[src/rtl/pipeline_ctrl.sv]
// Pipeline stage enable/flush controller for the 5-stage core: arbitrates data-memory
// freeze, EX branch redirect and load-use stall, and keeps stall/flush perf counters.
module pipeline_ctrl #(
  parameter int CNT_W       = 32,
  parameter int MEM_TIMEOUT = 64
) (
  input  logic             clk,
  input  logic             rst,
  input  logic             load_use_stall,
  input  logic             ex_branch_taken,
  input  logic [31:0]      ex_branch_tgt,
  input  logic             mem_req,
  input  logic             mem_ready,
  output logic             pc_en,
  output logic             if_id_en,
  output logic             if_id_flush,
  output logic             id_ex_en,
  output logic             id_ex_flush,
  output logic             ex_mem_en,
  output logic             mem_wb_flush,
  output logic             redirect_valid,
  output logic [31:0]      redirect_pc,
  output logic [CNT_W-1:0] stall_cycles,
  output logic [CNT_W-1:0] flush_count,
  output logic             mem_timeout
);

  typedef enum logic {RUN, MEM_WAIT} state_t;

  localparam int                WAIT_W    = $clog2(MEM_TIMEOUT + 1);
  localparam logic [WAIT_W-1:0] WAIT_LAST = WAIT_W'(MEM_TIMEOUT - 1);

  state_t            state, state_next;
  logic [WAIT_W-1:0] wait_cnt;
  logic              freeze;
  logic              redirect;
  logic              lu_stall;

  assign freeze   = (state == RUN && mem_req && !mem_ready) ||
                    (state == MEM_WAIT && !mem_ready);
  assign redirect = !rst && !freeze && ex_branch_taken;
  // Load-use is ignored under a redirect because its ID instruction is squashed anyway.
  assign lu_stall = !rst && !freeze && !ex_branch_taken && load_use_stall;
  assign redirect_pc = ex_branch_tgt;

  // NOTE: sequential state uses non-blocking assignments so every flop samples pre-edge values.
  always_ff @(posedge clk) begin
    if (rst) state <= RUN;
    else     state <= state_next;
  end

  // NOTE: every output of a combinational block gets a default first, so no latch is inferred.
  always_comb begin
    state_next = state;
    case (state)
      RUN:      if (mem_req && !mem_ready) state_next = MEM_WAIT;
      MEM_WAIT: if (mem_ready)             state_next = RUN;
      default:                             state_next = RUN;
    endcase
  end

  always_comb begin
    pc_en          = 1'b1;
    if_id_en       = 1'b1;
    if_id_flush    = 1'b0;
    id_ex_en       = 1'b1;
    id_ex_flush    = 1'b0;
    ex_mem_en      = 1'b1;
    mem_wb_flush   = 1'b0;
    redirect_valid = 1'b0;
    if (rst) begin
      pc_en        = 1'b0;
      if_id_en     = 1'b0;
      if_id_flush  = 1'b1;
      id_ex_en     = 1'b0;
      id_ex_flush  = 1'b1;
      ex_mem_en    = 1'b0;
      mem_wb_flush = 1'b1;
    end else if (freeze) begin
      // Whole pipe holds; a taken branch stays parked in EX until release.
      pc_en        = 1'b0;
      if_id_en     = 1'b0;
      id_ex_en     = 1'b0;
      ex_mem_en    = 1'b0;
      mem_wb_flush = 1'b1;
    end else if (redirect) begin
      redirect_valid = 1'b1;
      if_id_flush    = 1'b1;
      id_ex_flush    = 1'b1;
    end else if (lu_stall) begin
      pc_en       = 1'b0;
      if_id_en    = 1'b0;
      id_ex_flush = 1'b1;
    end
  end

  always_ff @(posedge clk) begin
    if (rst) begin
      stall_cycles <= '0;
      flush_count  <= '0;
    end else begin
      if (!pc_en && stall_cycles != '1) stall_cycles <= stall_cycles + CNT_W'(1);
      if (redirect && flush_count != '1) flush_count <= flush_count + CNT_W'(1);
    end
  end

  always_ff @(posedge clk) begin
    if (rst) begin
      wait_cnt    <= '0;
      mem_timeout <= 1'b0;
    end else if (state == RUN && mem_req && !mem_ready) begin
      wait_cnt <= '0;
    end else if (state == MEM_WAIT && !mem_ready) begin
      // Count saturates at the limit; mem_timeout stays set until reset.
      if (wait_cnt <= WAIT_LAST) wait_cnt <= wait_cnt + WAIT_W'(1);
      if (wait_cnt >= WAIT_LAST) mem_timeout <= 1'b1;
    end
  end

endmodule

[config.mk]
export PLATFORM = sky130hd
export DESIGN_NAME = pipeline_ctrl
export DESIGN_NICKNAME = d
export VERILOG_FILES = /design/src/rtl/pipeline_ctrl.sv
export SDC_FILE = /design/constraint.sdc
export NUM_CORES = 1
export LEC_CHECK = 0
export ABC_AREA = 1
export ABC_CLOCK_PERIOD_IN_PS = 2400
export BUFFER_PORTS_ARGS = -buffer_cell sky130_fd_sc_hd__buf_2
export CELL_PAD_IN_SITES_DETAIL_PLACEMENT = 1
export CELL_PAD_IN_SITES_GLOBAL_PLACEMENT = 2
export CORE_ASPECT_RATIO = 0.8
export CORE_MARGIN = 1
export CORE_UTILIZATION = 27
export DETAILED_ROUTE_END_ITERATION = 10
export PLACE_DENSITY = 0.86
export SLEW_MARGIN = 20
export SYNTH_ARGS = -nofsm -noshare
export SYNTH_HDL_FRONTEND = slang
export SYNTH_SLANG_ARGS = --single-unit
export TNS_END_PERCENT = 50
[constraint.sdc]
create_clock -name clk -period 2.4 [get_ports clk]
set_clock_uncertainty 0.1 [all_clocks]
set_input_delay 0.12 -clock clk [delete_from_list [all_inputs] [get_ports clk]]
set_output_delay 0.12 -clock clk [all_outputs]
set_load 0.02 [all_outputs]
==> results of run 1 <==
-- worst max-delay path, stage by stage, from the launching register on --
cell,delay [ps]
dfxtp_1,410
ha_1,300
inv_2,70
nor2_4,160
nand2_4,100
nor2_8,140
nand2_4,100
nand2_4,180
inv_2,250
nand2_1,170
a21oi_2,60
-- layout make-up --
type | count | area [um2]
multi-input cells | 610 | 2897
repair buffers | 97 | 548.0
inverters | 71 | 269.0
well taps | 230 | 287.8
flip-flops and latches | 73 | 1461
clock buffers | 10 | 239.0
fillers | 2394 | 12350
clock inverters | 6 | 112.6
-- path summary, 6_finish.rpt --
kind / to / cells past startpoint
max: flush_count[12] / 10
min: state / 3
max reg2reg: flush_count[12] / 10
min reg2reg: wait_cnt[6] / 2
-- flip-flops by register name, indices dropped and copies added (netlist names) --
register,cells
flush_count,32
state,1
stall_cycles,32
wait_cnt,7
mem_timeout,1
-- cell families after synthesis --
family	Yosys count	share of synthesized area, %
AO/OA/AOI/OAI	71	9.326
flip-flops	73	29.05
adder cells (fa/ha/maj)	3	0.7462
buffers and inverters	121	13.38
XOR/XNOR	29	5.048
AND/OR/NAND/NOR	507	42.45
-- layer usage --
layer  routed length [um]  share of wire [%]  GRT usage (%)  up-vias
met2                 6586                 40          24.92       98
met4                  176                1.1          4.394        0
met3                  799                4.9          4.280       13
li1                     -                  -              -     2573
met5                    0                  0              0        -
met1                 8906                 54          26.39     2362
-- cell usage in the layout, fill, tap and decap left out, types with 2 or more instances in the layout --
cell / n
dfxtp_1: 73
nor2_2: 6
o21ai_0: 13
inv_1: 68
nor2_1: 131
inv_2: 2
buf_4: 17
xnor2_1: 12
nand3b_1: 3
nand2_4: 4
clkbuf_16: 9
nand3_1: 34
nor3_1: 6
nor2_4: 4
xor2_1: 17
buf_2: 78
ha_1: 3
bufinv_16: 3
nand4_1: 10
a21oi_1: 27
a21oi_2: 29
nand2_2: 13
nand2_1: 293
-- repair_timing --
action,4_1_cts,5_1_grt
setup buffers,0,0
hold buffers,1,0
hold endpoints to repair,1,0
-- power by group --
part | total, mW | internal, mW | switching (mW)
combinational | 0.174 | 0.0422 | 0.132
clock | 1.66 | 1.05 | 0.607
sequential | 1.23 | 1.22 | 0.0118
total | 3.06 | 2.31 | 0.750
==> summary.md, run 1 <==
| Metric | Value |
|---|---|
| Die width | around 150 um |
| Seq cells post-synth | between 70 and 80 |
| Post-DP HPWL | between 10000 and 15000 um |
| Cells after Synth | about 800 |
| Max-cap viol count | 0 |
| Clk pin slew, worst setup/hold paths | about 70 ps |
| Post-synth top area share | just under 30% |
| Worst hold slack | between 20 and 30 ps |
| First-pass GRT wire length | ~26000 um |
| Post-layout instance count excluding filler cells | around 1.1k |
| Cell row count | 44 |
| Leading area contributor after synthesis | dfxtp_1 |
| # resized after CTS | 0 |
| CTS H-tree lvls | 3 |
| Hold Crit Class | in -> reg |
| Util after Layout | 32.00% |
| Pre-antenna DRT Iters | 4 |
| PD cells | about 530 mW/mm2 |
| Fin area | between 0.005 and 0.006 mm2 |
| Final period utilization | 91.81% |
| TritonCTS clock tree | done |
| Die ar. | roughly 0.019 mm2 |
| CP max FO | 26 |
| Power after layout | 3.062 mW |
| Worst Setup SP | flush_count[0] |
| Core area | roughly 0.018 mm2 |
| Largest net degree at the start of global routing | 57 |
| # setup viols final | 0 |
| Total CTS buffers | 9 |
| Final min period | 2203 ps |
| Antenna Violating Nets Remaining | 0 |
| Crit end category | register |
| Max_slew headroom | between 40% and 50% |
| Data arrival, critical path | ~2300 ps |
| CTS sink cnt | between 70 and 80 |
| EDFF count, synth | 0 |
| Final Net Count | roughly 900 |
| Dpl ws | between 200 and 250 ps |
| Post-synth top cells | nand2_1 (293), nor2_1 (131), dfxtp_1 (73) |
| Net Count, Synth | 845 |
| Synth Warn # | 0 |
| Final hold vios | 0 |
| Worst-Skew Late Latency | roughly 350 ps |
| Top-Level Pins | approximately 140 |
| Flop-to-flop setup slack | about 200 ps |
| Crit Path Category | reg -> reg |
| Sequential-to-total area share from yosys stat | ~29% |
| Achievable Freq | between 400 and 500 MHz |
| Placed cell area | 0.005453 mm2 |
| Vias per inst | about 4.6 |
| Slew Limit Fails | 0 |
| Port Buf Inserts | approximately 80 |
| Slew @ Worst Pin | 860.9 ps |
| GRT Overall Usage | around 18% |
| Via count | approximately 5k |
| Final Wtd Congestion | slightly above 0.8 |
| Placed cell count | roughly 1.1k |
| Setup ws final | 196.6 ps |
| Vias in the first global route | 4779 |
| Post-route setup TNS | 0 ps |
| Die Y-Extent | 124.1 um |
| WL final | approximately 16000 um |
| Main synth FF type | dfxtp_1 |
| Critical Path Source Type | register |
| Antenna violations before repair | 0 |
| CTS Buffer Depth | 2 |
| Mapped cell area | approximately 0.005 mm2 |
| Max IR drop VDD | 0.0003140 V |
| Critical Path RT | 2510 ps |
| Grt total ovfl | 0 |
| Largest cells by area after synthesis | dfxtp_1 (29%), nand2_1 (22%), nor2_1 (9.8%) |
| DRC | 0 |
| Synth cell types | 30 |
| RR Startpoint | flush_count[0] |
| WL/cell | ~15 um |
| Share of cells above drive strength 1 | about a fifth |
| P&R area growth vs syn | 15.57% |
| Leak | between 2 and 2.5 nW |
| Diode count | 0 |
| Clock root cell | clkbuf_16 |
| Starting density of the core | ~28% |
| Avg Inst Size Synth | roughly 6.3 um2 |
| Hold path start | mem_req |
| Drt initial violations | between 200 and 300 |
| Top-count cell post-synth | nand2_1 |
| Async SR Flop Fraction | 0% |
| Status | finished, final reports clean |
| RSZ-0062 raised after global routing | no |
(Power assumes the default switching activity.)
==> inputs of run 2 (changes only) <==
--- a/config.mk
+++ b/config.mk
@@ -14,7 +14,7 @@
 export CORE_MARGIN = 1
 export CORE_UTILIZATION = 27
 export DETAILED_ROUTE_END_ITERATION = 10
-export PLACE_DENSITY = 0.86
+export PLACE_DENSITY = 0.84
 export SLEW_MARGIN = 20
 export SYNTH_ARGS = -nofsm -noshare
 export SYNTH_HDL_FRONTEND = slang
==> run 2 against run 1 <==
Worst setup slack improved by 64 ps. Largest power group unchanged. Cell area fell by 0.19%. Core utilization fell by 0.062 points. Cell count rose by 0.27%. Sequential cell count did not move.
==> summary.md, run 2 (same netlist as run 1, synthesis figures left out) <==
| Metric | Value |
|---|---|
| CP max FO | 15 (was 26) |
| TritonCTS clock tree | done (unchanged) |
| Worst-Skew Late Latency | 340 ps (was 350 ps) |
| Power after layout | 2.924 mW (was 3.062 mW) |
| Max incr delay on CP | 410 ps (about the same) |
| Clock root cell | clkbuf_16 (unchanged) |
| Antenna violations before repair | 0 (unchanged) |
| Total CTS buffers | 9 (unchanged) |
| Hold Crit Class | in -> reg (unchanged) |
| Worst path slowest cell | dfxtp_1 (unchanged) |
| First-pass GRT wire length | 25940 um (was 25920 um) |
| Core area | 0.01817 mm2 (unchanged) |
| Multi-input gate area | 0.002897 mm2 (unchanged) |
| Final Wtd Congestion | 0.8131 (was 0.8313) |
| Achievable Freq | 467.3 MHz (was 453.8 MHz) |
| Max_slew headroom | 39.96% (was 42.61%) |
| WL/cell | 14.81 um (was 15.01 um) |
| Port Buf Inserts | 78 (unchanged) |
| Die ar. | 0.01919 mm2 (unchanged) |
| Slew Limit Fails | 0 (unchanged) |
| Starting density of the core | 27.69% (unchanged) |
| Filler cells | 2386 (was 2394) |
| Vias in the first global route | 4879 (was 4779) |
| Flop-to-flop setup slack | 260 ps (was 200 ps) |
| Post-route setup TNS | 0 ps (unchanged) |
| RSZ-0062 raised after global routing | no (unchanged) |
| Most frequent cells in the layout | nand2_1 (293), nor2_1 (131), buf_2 (78), dfxtp_1 (73), inv_1 (68) (unchanged) |
| Share of cells above drive strength 1 | 20.57% (was 20.18%) |
| Vias per inst | 4.553 (was 4.600) |
| Register Area | 0.001461 mm2 (unchanged) |
| PD cells | 503.8 mW/mm2 (was 526.7 mW/mm2) |
| Via count | 5008 (was 5046) |
| Pre-antenna DRT Iters | 4 (unchanged) |
| Top-Level Pins | 143 (unchanged) |
| Drt initial violations | 170 (was 256) |
| Post-layout instance count excluding filler cells | 1100 (was 1097) |
| Hold path start | mem_ready (was mem_req) |
| Largest regs | flush_count x32, stall_cycles x32, wait_cnt x7 (unchanged) |
| Slew @ Worst Pin | 900.5 ps (was 860.9 ps) |
| Final hold vios | 0 (unchanged) |
| Postcts setup bufs | 0 (unchanged) |
| Post-DP HPWL | 12430 um (was 12370 um) |
| CTS Hold Buffers Added | 0 (was 1) |
| Max-cap viol count | 0 (unchanged) |
| # resized after CTS | 0 (unchanged) |
| Worst path cell trace | ha_1, inv_2, nor2_4, nand2_4, nor2_8, nand2_4, nand2_4, buf_4, nor2_1, nor2_1, nor2_1 (was ha_1, inv_2, nor2_4, nand2_4, nor2_8, nand2_4, nand2_4, inv_2, nand2_1, a21oi_2) |
| Met1 Use GR | 26.10% (was 26.39%) |
| Hold worst-path end | state (unchanged) |
| Busiest grt layer | met1 (unchanged) |
| Data arrival, critical path | 2270 ps (was 2310 ps) |
| P&R area growth vs syn | 15.34% (was 15.57%) |
| Commonest non-fill, non-tap cell in the layout | nand2_1 (unchanged) |
| Clk pin slew, worst setup/hold paths | 70 ps (about the same) |
| Critical Path Source Type | register (unchanged) |
| Final min period | 2140 ps (was 2203 ps) |
| Placed cell count | 1084 (was 1080) |
| Cell row count | 44 (unchanged) |
| Grt total ovfl | 0 (unchanged) |
| Die Y-Extent | 124.1 um (unchanged) |
| CTS H-tree lvls | 3 (unchanged) |
| Status | finished, final reports clean (unchanged) |
| WL final | 16290 um (was 16470 um) |
| CP bufs+invs | 2 (unchanged) |
| Crit Path Category | reg -> reg (unchanged) |
| Diode count | 0 (unchanged) |
| Leak | 2.280 nW (was 2.292 nW) |
| Path length in cells of the critical path | 11 (was 10) |
| Hold path cells | 4 (was 3) |
| Antenna Violating Nets Remaining | 0 (unchanged) |
| Worst R2R End | flush_count[19] (was flush_count[12]) |
| Die width | 154.6 um (unchanged) |
| # setup viols final | 0 (unchanged) |
| Critical Path RT | 2530 ps (was 2510 ps) |
| GRT Overall Usage | 17.53% (was 17.68%) |
| M2 GR Usage | 25.71% (was 24.92%) |
| Crit end category | register (unchanged) |
| CTS sink cnt | 73 (unchanged) |
| R2R depth | 11 (was 10) |
| Max IR drop VDD | 0.0002684 V (was 0.0003140 V) |
| Final Net Count | 906 (was 903) |
| M3 GR Usage | 3.305% (was 4.280%) |
| CTS Buffer Depth | 2 (unchanged) |
| Largest net degree at the start of global routing | 57 (unchanged) |
| RR Startpoint | flush_count[0] (unchanged) |
| DRC | 0 (unchanged) |
| Cell family with most CP delay | simple AND/OR/NAND/NOR gates (unchanged) |
| Final period utilization | 89.16% (was 91.81%) |
==> run 2: cell types whose count changed in the layout (fill, tap and decap cells not counted), sizes merged <==
cell / delta
clkinv: -1
bufinv: -1
clkinvlp: +3
dlygate4sd3: -1
inv: -1
buf: +4
==> run 2: worst max path at each step <==
stage              startpoint              end
6_report       flush_count[0]  flush_count[19]
5_1_grt        flush_count[0]  flush_count[19]
4_1_cts        flush_count[0]  flush_count[31]
3_5_place_dp   flush_count[0]  flush_count[31]
3_3_place_gp   flush_count[0]  flush_count[11]
2_1_floorplan  flush_count[0]  flush_count[28]
==> run 2: cell type report <==
type	instances	area share, %
clock inverter	6	1.574
multi-input combinational	610	49.91
tap	230	4.959
timing repair buffer	100	9.573
inverter	71	4.679
sequential	73	25.18
clock buffer	10	4.118
==> run 2: metrics by stage <==
stage	instance area, um2	util, %	hold slack, ps	setup slack (ps)
2_1_floorplan	5031	-	191.2	474.8
3_3_place_gp	5470	30.11	140.1	261.6
3_5_place_dp	5470	30.11	140.1	173.0
4_1_cts	5801	31.93	5.956	137.3
5_1_grt	5803	31.94	59.14	82.01
6_report	5803	31.94	14.60	260.1
==> run 2: metal layers <==
| metal | part of all wire, % | vias to the layer above |
|---|---|---|
| met5 | 0 | - |
| met4 | 0.88 | 0 |
| met3 | 3.9 | 9 |
| met2 | 40 | 88 |
| met1 | 55 | 2333 |
| li1 | - | 2578 |
==> run 2: worst reg2reg max path: cells and delay by family (launching register included) <==
family	cells	cell delay [ps]
flops	1	410
fa+ha+maj	1	280
buf+inv	2	300
simple gates	8	950
==> run 2: report_power, final <==
part	switching, mW	internal [mW]	leakage, nW
combinational	0.133	0.0401	1.54
clock	0.577	0.941	0.151
sequential	0.0116	1.22	0.589
total	0.722	2.20	2.28
